===== src/rtl/onn_pkg.sv =====
// Shared constants and types for the neuron phase-loading path.
package onn_pkg;

  localparam int unsigned N_NEUR  = 15;
  localparam int unsigned PHASE_W = 4;
  localparam int unsigned FRAME_W = N_NEUR * PHASE_W;

  typedef logic [PHASE_W-1:0] phase_t;

  typedef enum logic [1:0] {
    ST_IDLE  = 2'd0,
    ST_SHIFT = 2'd1,
    ST_GAP   = 2'd2
  } ser_state_e;

endpackage


===== src/rtl/phase_frame_fifo.sv =====
// Two-entry frame buffer; a push into a full buffer is dropped even if a pop happens in the same cycle.
module phase_frame_fifo #(
  parameter int unsigned W = 60
) (
  input  logic         clk,
  input  logic         rst_n,
  input  logic         push,
  input  logic [W-1:0] push_data,
  input  logic         pop,
  output logic [W-1:0] head,
  output logic [1:0]   occupancy
);

  logic [W-1:0] mem [2];
  logic         wr_ptr_q;
  logic         rd_ptr_q;
  logic [1:0]   occ_q;
  logic         push_ok_c;
  logic         pop_ok_c;

  // Qualify requests against the registered occupancy.
  always_comb begin
    push_ok_c = push && (occ_q != 2'd2);
    pop_ok_c  = pop && (occ_q != 2'd0);
  end

  // Pointer and occupancy bookkeeping.
  always_ff @(posedge clk or negedge rst_n) begin
    if (!rst_n) begin
      wr_ptr_q <= 1'b0;
      rd_ptr_q <= 1'b0;
      occ_q    <= 2'd0;
    end else begin
      if (push_ok_c) wr_ptr_q <= ~wr_ptr_q;
      if (pop_ok_c)  rd_ptr_q <= ~rd_ptr_q;
      case ({push_ok_c, pop_ok_c})
        2'b10:   occ_q <= occ_q + 2'd1;
        2'b01:   occ_q <= occ_q - 2'd1;
        default: occ_q <= occ_q;
      endcase
    end
  end

  // Frame storage; contents are don't-care until written.
  always_ff @(posedge clk) begin
    if (push_ok_c) mem[wr_ptr_q] <= push_data;
  end

  assign head      = mem[rd_ptr_q];
  assign occupancy = occ_q;

endmodule


===== src/rtl/phase_stream_serializer.sv =====
// Buffers whole phase frames and shifts them out MSB-first, one bit per clock, with sof/eof framing.
module phase_stream_serializer #(
  parameter int unsigned N_NEUR  = onn_pkg::N_NEUR,
  parameter int unsigned PHASE_W = onn_pkg::PHASE_W,
  parameter int unsigned GAP     = 0
) (
  input  logic                          clk,
  input  logic                          rst_n,
  input  logic                          in_valid,
  output logic                          in_ready,
  input  logic [0:N_NEUR*PHASE_W-1]     frame_in,
  input  logic                          hold,
  output logic                          ser_bit,
  output logic                          ser_valid,
  output logic                          sof,
  output logic                          eof,
  output logic [15:0]                   frames_sent
);

  import onn_pkg::*;

  localparam int unsigned FRM_W = N_NEUR * PHASE_W;
  localparam int unsigned BC_W  = (FRM_W > 1) ? $clog2(FRM_W) : 1;
  localparam int unsigned GC_W  = (GAP > 1) ? $clog2(GAP) : 1;

  ser_state_e       state_q, state_d;
  logic [FRM_W-1:0] sr_q, sr_d;
  logic [BC_W-1:0]  bc_q, bc_d;
  logic [GC_W-1:0]  gc_q, gc_d;
  logic [15:0]      frames_q, frames_d;
  logic             ser_bit_q, ser_bit_d;
  logic             ser_valid_q, ser_valid_d;
  logic             sof_q, sof_d;
  logic             eof_q, eof_d;

  logic [FRM_W-1:0] frame_vec;
  logic [FRM_W-1:0] fifo_head;
  logic [1:0]       fifo_occ;
  logic             fifo_empty_c;
  logic             push_c;
  logic             pop_c;
  logic             last_bit_c;

  // frame_in[0] lands in the MSB so shifting left emits the frame in index order.
  assign frame_vec    = frame_in;
  assign in_ready     = (fifo_occ != 2'd2);
  assign push_c       = in_valid && in_ready;
  assign fifo_empty_c = (fifo_occ == 2'd0);
  assign last_bit_c   = (bc_q == BC_W'(FRM_W - 1));

  phase_frame_fifo #(
    .W (FRM_W)
  ) u_fifo (
    .clk       (clk),
    .rst_n     (rst_n),
    .push      (push_c),
    .push_data (frame_vec),
    .pop       (pop_c),
    .head      (fifo_head),
    .occupancy (fifo_occ)
  );

  // Next-state, datapath and registered-output decode.
  always_comb begin
    state_d     = state_q;
    sr_d        = sr_q;
    bc_d        = bc_q;
    gc_d        = gc_q;
    frames_d    = frames_q;
    pop_c       = 1'b0;
    ser_bit_d   = 1'b0;
    ser_valid_d = 1'b0;
    sof_d       = 1'b0;
    eof_d       = 1'b0;

    case (state_q)
      ST_IDLE: begin
        if (!fifo_empty_c) begin
          pop_c   = 1'b1;
          sr_d    = fifo_head;
          bc_d    = '0;
          state_d = ST_SHIFT;
        end
      end

      ST_SHIFT: begin
        ser_bit_d   = sr_q[FRM_W-1];
        ser_valid_d = 1'b1;
        sof_d       = (bc_q == '0);
        eof_d       = last_bit_c;
        if (!hold) begin
          if (last_bit_c) begin
            frames_d = frames_q + 16'd1;
            if (GAP > 0) begin
              gc_d    = GC_W'(GAP - 1);
              state_d = ST_GAP;
            end else if (!fifo_empty_c) begin
              pop_c = 1'b1;
              sr_d  = fifo_head;
              bc_d  = '0;
            end else begin
              state_d = ST_IDLE;
            end
          end else begin
            bc_d = bc_q + BC_W'(1);
            sr_d = sr_q << 1;
          end
        end
      end

      ST_GAP: begin
        if (gc_q == '0) begin
          if (!fifo_empty_c) begin
            pop_c   = 1'b1;
            sr_d    = fifo_head;
            bc_d    = '0;
            state_d = ST_SHIFT;
          end else begin
            state_d = ST_IDLE;
          end
        end else begin
          gc_d = gc_q - GC_W'(1);
        end
      end

      default: state_d = ST_IDLE;
    endcase
  end

  // State, counters and output registers.
  always_ff @(posedge clk or negedge rst_n) begin
    if (!rst_n) begin
      state_q     <= ST_IDLE;
      sr_q        <= '0;
      bc_q        <= '0;
      gc_q        <= '0;
      frames_q    <= 16'd0;
      ser_bit_q   <= 1'b0;
      ser_valid_q <= 1'b0;
      sof_q       <= 1'b0;
      eof_q       <= 1'b0;
    end else begin
      state_q     <= state_d;
      sr_q        <= sr_d;
      bc_q        <= bc_d;
      gc_q        <= gc_d;
      frames_q    <= frames_d;
      ser_bit_q   <= ser_bit_d;
      ser_valid_q <= ser_valid_d;
      sof_q       <= sof_d;
      eof_q       <= eof_d;
    end
  end

  assign ser_bit     = ser_bit_q;
  assign ser_valid   = ser_valid_q;
  assign sof         = sof_q;
  assign eof         = eof_q;
  assign frames_sent = frames_q;

endmodule

===== config.mk =====
export PLATFORM = sky130hd
export DESIGN_NAME = phase_stream_serializer
export DESIGN_NICKNAME = d
export VERILOG_FILES = /design/src/rtl/onn_pkg.sv /design/src/rtl/phase_frame_fifo.sv /design/src/rtl/phase_stream_serializer.sv
export SDC_FILE = /design/constraint.sdc
export NUM_CORES = 1
export LEC_CHECK = 0
export ABC_AREA = 1
export BUFFER_PORTS_ARGS = -buffer_cell sky130_fd_sc_hd__buf_2
export CAP_MARGIN = 20
export CORE_ASPECT_RATIO = 0.9
export CORE_MARGIN = 4
export CORE_UTILIZATION = 60
export CTS_CLUSTER_DIAMETER = 60
export CTS_CLUSTER_SIZE = 28
export DETAILED_ROUTE_END_ITERATION = 6
export PLACE_DENSITY_LB_ADDON = 0.2
export SYNTH_ARGS = -nofsm -noshare
export SYNTH_HDL_FRONTEND = slang
export SYNTH_SLANG_ARGS = --single-unit

===== constraint.sdc =====
create_clock -name clk -period 6.6 [get_ports clk]
set_input_delay 0.66 -clock clk [delete_from_list [all_inputs] [get_ports clk]]
set_output_delay 0.66 -clock clk [all_outputs]
set_load 0.02 [all_outputs]

---- After elaboration in Yosys (flattened, before gate mapping) ----
Memory sizes are Yosys's and may differ from the RTL's.
Index checks and enable logic that the tools add are counted.
word-level totals
  bits in writable memories ............... 120
  ROM bits ................................ 0
  output and inout bits ................... 21
  memories kept ........................... 1
  register bits ........................... 93
  latch bits .............................. 0
operators by class
  equality and inequality tests ........... 11
  $add $sub $neg .......................... 5
  divide/modulo/power cells ............... 0
  mux-type cells .......................... 30
  multiply operators ...................... 0
  reductions and logical operators ........ 12
  order comparisons ....................... 0
  shift operators ......................... 0
  bitwise logic cells ..................... 3
memory list
  memory      depth  width  rd ports  clocked after Yosys merged registers in  wr ports  line                    RTL
  u_fifo.mem  2      60     1         0                                        1         phase_frame_fifo.sv:14  logic [W-1:0] mem [2];
operators by type and width
  operator               count
  $mux 60                4
  $pmux 60 s3            1
  $mux 6                 4
  $pmux 6 s3             1
  $add 16x1->16 const B  1
  $mux 1                 12
  $ne 2x2->1 const B     6
  $mux 2                 5
  $add 6x1->6 const B    1
  $eq 6x6->1 const B     1
  $logic_not 6->1        1
  $pmux 2 s3             1
  $reduce_and 3->1       2
  $reduce_and 5->1       1
  $eq 2x1->1 const B     2
  $eq 2x2->1 const B     2
  $logic_not 2->1        2
  $pmux 2 s2             1
  $reduce_bool 2->1      2
  $logic_and 1x1->1      3
  $not 1->1              3
  $pmux 1 s3             1
  $reduce_bool 3->1      1
  $add 2x1->2 const B    1
  2 further kinds        2

---- Depth between registers and ports, before layout ----
  depth in word-level cells ............... 8
  depth in mapped cells ................... 11
  depth with buffers taken out ............ 11

---- Modules after synthesis ----
Synthesis repeated with hierarchy kept, for this count alone.
second synthesis, totals
  cells, all modules ...................... 977
  area, all modules ....................... 9359.0 um2
modules (own cells, without submodules)
  module                   area each (um2)  sequential area each (um2)  instances  cells an instance
  phase_stream_serializer  4722.0           2177.1                      1          633
  phase_frame_fifo         4636.9           3703.6                      1          344

---- Worst setup path before layout ----
OpenSTA, ideal clock, no wires.
  path type ............................... in2reg
  from .................................... input port in_valid
  to ...................................... memory u_fifo.mem[1][0] (enable)
  buffers on the path ..................... 0
  arrival time ............................ 3.286 ns
  cell stages on the path ................. 2
  setup slack ............................. 2.834 ns
  cell sequence ........................... nand2_1 nor2_1
on the way
  cells in the longest elaborated chain, start to end .. 4
RTL lines
  what                          line                           RTL
  start, declared               phase_stream_serializer.sv:9   input logic in_valid,
  $logic_and 1x1->1             phase_stream_serializer.sv:47  assign push_c = in_valid && in_ready;
  $logic_and 1x1->1             phase_frame_fifo.sv:23         push_ok_c = push && (occ_q != 2'd2);
  $mux 1                        phase_frame_fifo.sv:46         if (push_ok_c) mem[wr_ptr_q] <= push_data;
  $mux 1 (not written as such)  phase_frame_fifo.sv:46
  end, declared                 phase_frame_fifo.sv:14
Every way passes these cells.

---- Final worst setup path ----
  from .................................... register bc_q[1]
  to ...................................... register u_fifo.occ_q[1] (netlist: u_fifo.occupancy[1])
on the way
  cells in the longest elaborated chain, start to end .. 7
  elaborated cells on any way between the ends .. 9
  those cells by class .................... 3 x eq/ne; 4 x mux; 2 x reduce/logical
RTL lines
  what                                             line                            RTL
  start, declared                                  phase_stream_serializer.sv:28   logic [BC_W-1:0] bc_q, bc_d;
  start signal, assigned                           phase_stream_serializer.sv:135  bc_q <= '0;
  start signal, assigned                           phase_stream_serializer.sv:145  bc_q <= bc_d;
  $eq 6x6->1 (*)                                   phase_stream_serializer.sv:49   assign last_bit_c = (bc_q == BC_W'(FRM_W - 1));
  $mux 1 (*)                                       phase_stream_serializer.sv:92   if (last_bit_c) begin
  $mux 1 (*)                                       phase_stream_serializer.sv:91   if (!hold) begin
  $pmux 1 s3 (*)                                   phase_stream_serializer.sv:76   case (state_q)
  $logic_and 1x1->1 (*)                            phase_frame_fifo.sv:24          pop_ok_c = pop && (occ_q != 2'd0);
  via u_fifo.pop_ok_c                              phase_frame_fifo.sv:19          logic pop_ok_c;
  $eq 2x1->1 or $eq 2x2->1 (tied branches)         phase_frame_fifo.sv:36          case ({push_ok_c, pop_ok_c})
  $pmux 2 s2 or $reduce_bool 2->1 (tied branches)  -
  end signal, assigned                             phase_frame_fifo.sv:37          2'b10: occ_q <= occ_q + 2'd1;
  end signal, assigned                             phase_frame_fifo.sv:38          2'b01: occ_q <= occ_q - 2'd1;
  end signal, assigned                             phase_frame_fifo.sv:39          default: occ_q <= occ_q;
  end, declared                                    phase_frame_fifo.sv:17          logic [1:0] occ_q;
Mark *: on every way through the listed nets, which the timed path passes. The rest lies on a longest branch.
A chain may end at the register's enable or synchronous reset.

==> flow_summary.yaml <==
global_routing:
  grt_start_max_net_pins: 63
  track_usage: 0.211
  grt_overflow: 0
  antenna_found_initial: 0
  grt_first_pass_wirelength_um: 28200
  grt_pass1_vias: 5757
die:
  placeableCoreArea_sq_um: 14200
  rows: 41
  io_pins: 85
  die_h_um: 123
  die_area_sq_um: 16600
  fp.dieW_um: 135
  initial_core_util: 0.617
logic_synthesis:
  yosys.area_share.simple: 0.190
  ys_async_sr_fraction: 0.431
  synth-compound-area-share: 0.0806
  synth_adder_area_share: 0.00572
  ys_ff_latch: 211
  netlist_area_sq_um: 8740
  synth_top_family_by_area: "simple AND/OR/NAND/NOR gates"
  mappedNetlistNets: 870
  yosysWarnings: 0
  synth_cells: 802
  synth_edf_count: 120
  synth.avg_cell_area_sq_um: 10.9
  seq_area_frac_synth: 0.673
  synth_ff_type: "edfxtp_1"
  synth_xor_area_frac: 0.0110
  yosysUniqueCellTypes: 31
  muxShareOfSynthArea: 0
placed_design:
  hpwl_um: 9970
  portBuffers: 84
  pre_cts_ws_ns: 3.85
  dpl-instance-area_sq_um: 9230
  gp_congestion: 0.826
cells_and_area:
  final_area_sq_um: 9780
  area_growth_pct: 11.8
  layout_common_cells: "148 x nor2_1, 126 x nand2_1, 120 x edfxtp_1"
  final_nets: 936
  nFillCells: 1074
  final_layout_size_suffix_gt1_frac: 0.160
  layout_commonest_cell: "nor2_1"
  diodes: 0
  fin_util: 0.691
drt:
  first_pass_iters: 6
  final_antenna_net_count: 0
  routedWlPerCell_um: 16.0
  vias: 5891
  wl_um: 17100
  via_per_inst: 5.52
  drt_iter0_drc: 585
  post-route-drc-count: 0
cts:
  cts_buffers: 15
  cts-root-buf: "clkbuf_16"
  clockBufferDepth: 3
  ctsHoldBuffers: 0
  clock-sinks: 211
  cts_setup_buffers: 0
  post_cts_resized: 0
  path_clk_slew_ns: 0.09
  tritoncts: "built"
  htree_levels: 1
  worstSkewPairLatency_ns: 0.48
power:
  seqPwrFrac: 0.516
  ir_drop_mv: 0.311
  p_clk_frac: 0.288
  p_leak_uw: 0.00385
  p_comb_frac: 0.196
  p_per_area_nw_per_um2: 357
  p_sw_uw: 1040
  switching_share: 0.298
  p_int_uw: 2450
timing:
  hold_viol: 0
  period_minus_slack_ns: 2.70
  rsz0062_at_grt: "false"
  relSlewSlack: 0.311
  fin_ws_ns: 3.90
  fmax_mhz: 370
  fin_setup_tns_ns: 0
  final.period_utilization: 0.409
  setup_viol: 0
  finalClockSkew_ns: 0.0294
  drv_slew: 0
  worst_pin_slew_ns: 1.03
setup_path:
  cp.arrival_ns: 3.03
  worstSetupStartpointType: "flop"
  rr_worst_depth: 11
  path_class: "flop to flop"
  cp_max_fo: 62
  cp.required_ns: 6.93
  endpoint_kind: "flop"
run:
  maxCapViolCount: 0
worst_hold_path:
  hold_class: "input pin to asynchronous set/reset pin"
run_status:
  status: "finished clean"
-- power by group through the flow --
stage / clock (uW) / sequential, uW / combinational, uW
finish: 1000 / 1800 / 683
global route: 1080 / 1820 / 775
CTS: 1020 / 1830 / 650
detailed placement: 0 / 1860 / 648
global placement: 0 / 1850 / 622
floorplan: 0 / 1810 / 498
-- path summary, 6_finish.rpt --
| check | from | endpoint | slack [ns] |
|---|---|---|---|
| worst max-delay path | bc_q[1]$_DFFE_PN0N_ | u_fifo.occupancy[1]$_DFFE_PN0P_ | 3.90 |
| worst min-delay path | rst_n | sr_q[35]$_DFFE_PN0N_ | 0.16 |
| worst max register to register | bc_q[1]$_DFFE_PN0N_ | u_fifo.occupancy[1]$_DFFE_PN0P_ | 3.90 |
| worst min register to register | bc_q[5]$_DFFE_PN0N_ | sof$_DFF_PN0_ | 0.47 |
| max in group asynchronous | rst_n | sr_q[16]$_DFFE_PN0N_ | 5.40 |
| min in group clk | frame_in[18] | u_fifo.mem[1][41]$_DFFE_PP_ | 0.36 |
-- critical path: stages (launching register included) --
cell	delay, ns
dfrtp_1	0.37
ha_1	0.21
inv_1	0.05
nor2_1	0.17
nand2_2	0.16
nand2_4	0.56
nand2_1	0.25
inv_1	0.13
ha_1	0.26
a21oi_1	0.11
o21ai_0	0.12
xor2_1	0.17
-- per-layer routing --
layer | wire length [um] | track usage | vias up
li1 | - | - | 2827
met1 | 7740 | 0.304 | 2864
met2 | 8120 | 0.348 | 178
met3 | 999 | 0.0332 | 22
met4 | 240 | 0.0416 | 0
met5 | 0 | 0 | -
-- layout make-up --
class | instances | area, sq um | share of cell area
Clock buffer | 16 | 379 | 0.0388
Clock inverter | 8 | 146 | 0.0150
Inverter | 34 | 128 | 0.0131
Multi-Input combinational cell | 517 | 2530 | 0.259
Sequential cell | 211 | 5880 | 0.602
Tap cell | 193 | 241 | 0.0247
Timing Repair Buffer | 89 | 473 | 0.0484
-- synth_stat cells (7+ instances only) --
cell type	number	area, sq um
dfrtp_1	91	2280
a21boi_0	34	255
buf_2	15	75.1
a21boi_1	14	105
or2_2	10	62.6
buf_4	12	90.1
o21ai_1	7	35.0
nor2_1	150	563
inv_1	29	109
clkbuf_1	12	45.0
o21ai_0	57	285
nand3_1	80	400
xor2_1	8	70.1
nand2_1	126	473
edfxtp_1	120	3600
-- registers in the layout, indices dropped and copies added, names as in the netlist, 2 cells and up --
register          cells
sr_q                 60
u_fifo.occupancy      2
frames_sent          16
bc_q                  6
u_fifo.mem          120
-- metrics by stage --
| stage | total power (uW) | instances | hold WS (ns) |
|---|---|---|---|
| after global placement | 2470 | 1043 | 0.455 |
| final | 3490 | 1068 | 0.160 |
| after detailed placement | 2500 | 1043 | 0.462 |
| after CTS | 3500 | 1067 | 0.153 |
| after floorplan | 2300 | 802 | 0.355 |
| after global routing | 3680 | 1068 | 0.177 |
-- kinds of logic (layout without fill, tap and decap cells) --
| family | count (synthesis) | after routing |
|---|---|---|
| XOR/XNOR | 11 | 11 |
| buffers and inverters | 74 | 147 |
| AND/OR/NAND/NOR | 386 | 386 |
| AO/OA/AOI/OAI | 116 | 116 |
| flip-flops | 211 | 211 |
| adder cells (fa/ha/maj) | 4 | 4 |
Power figures use the tool's default switching activity.
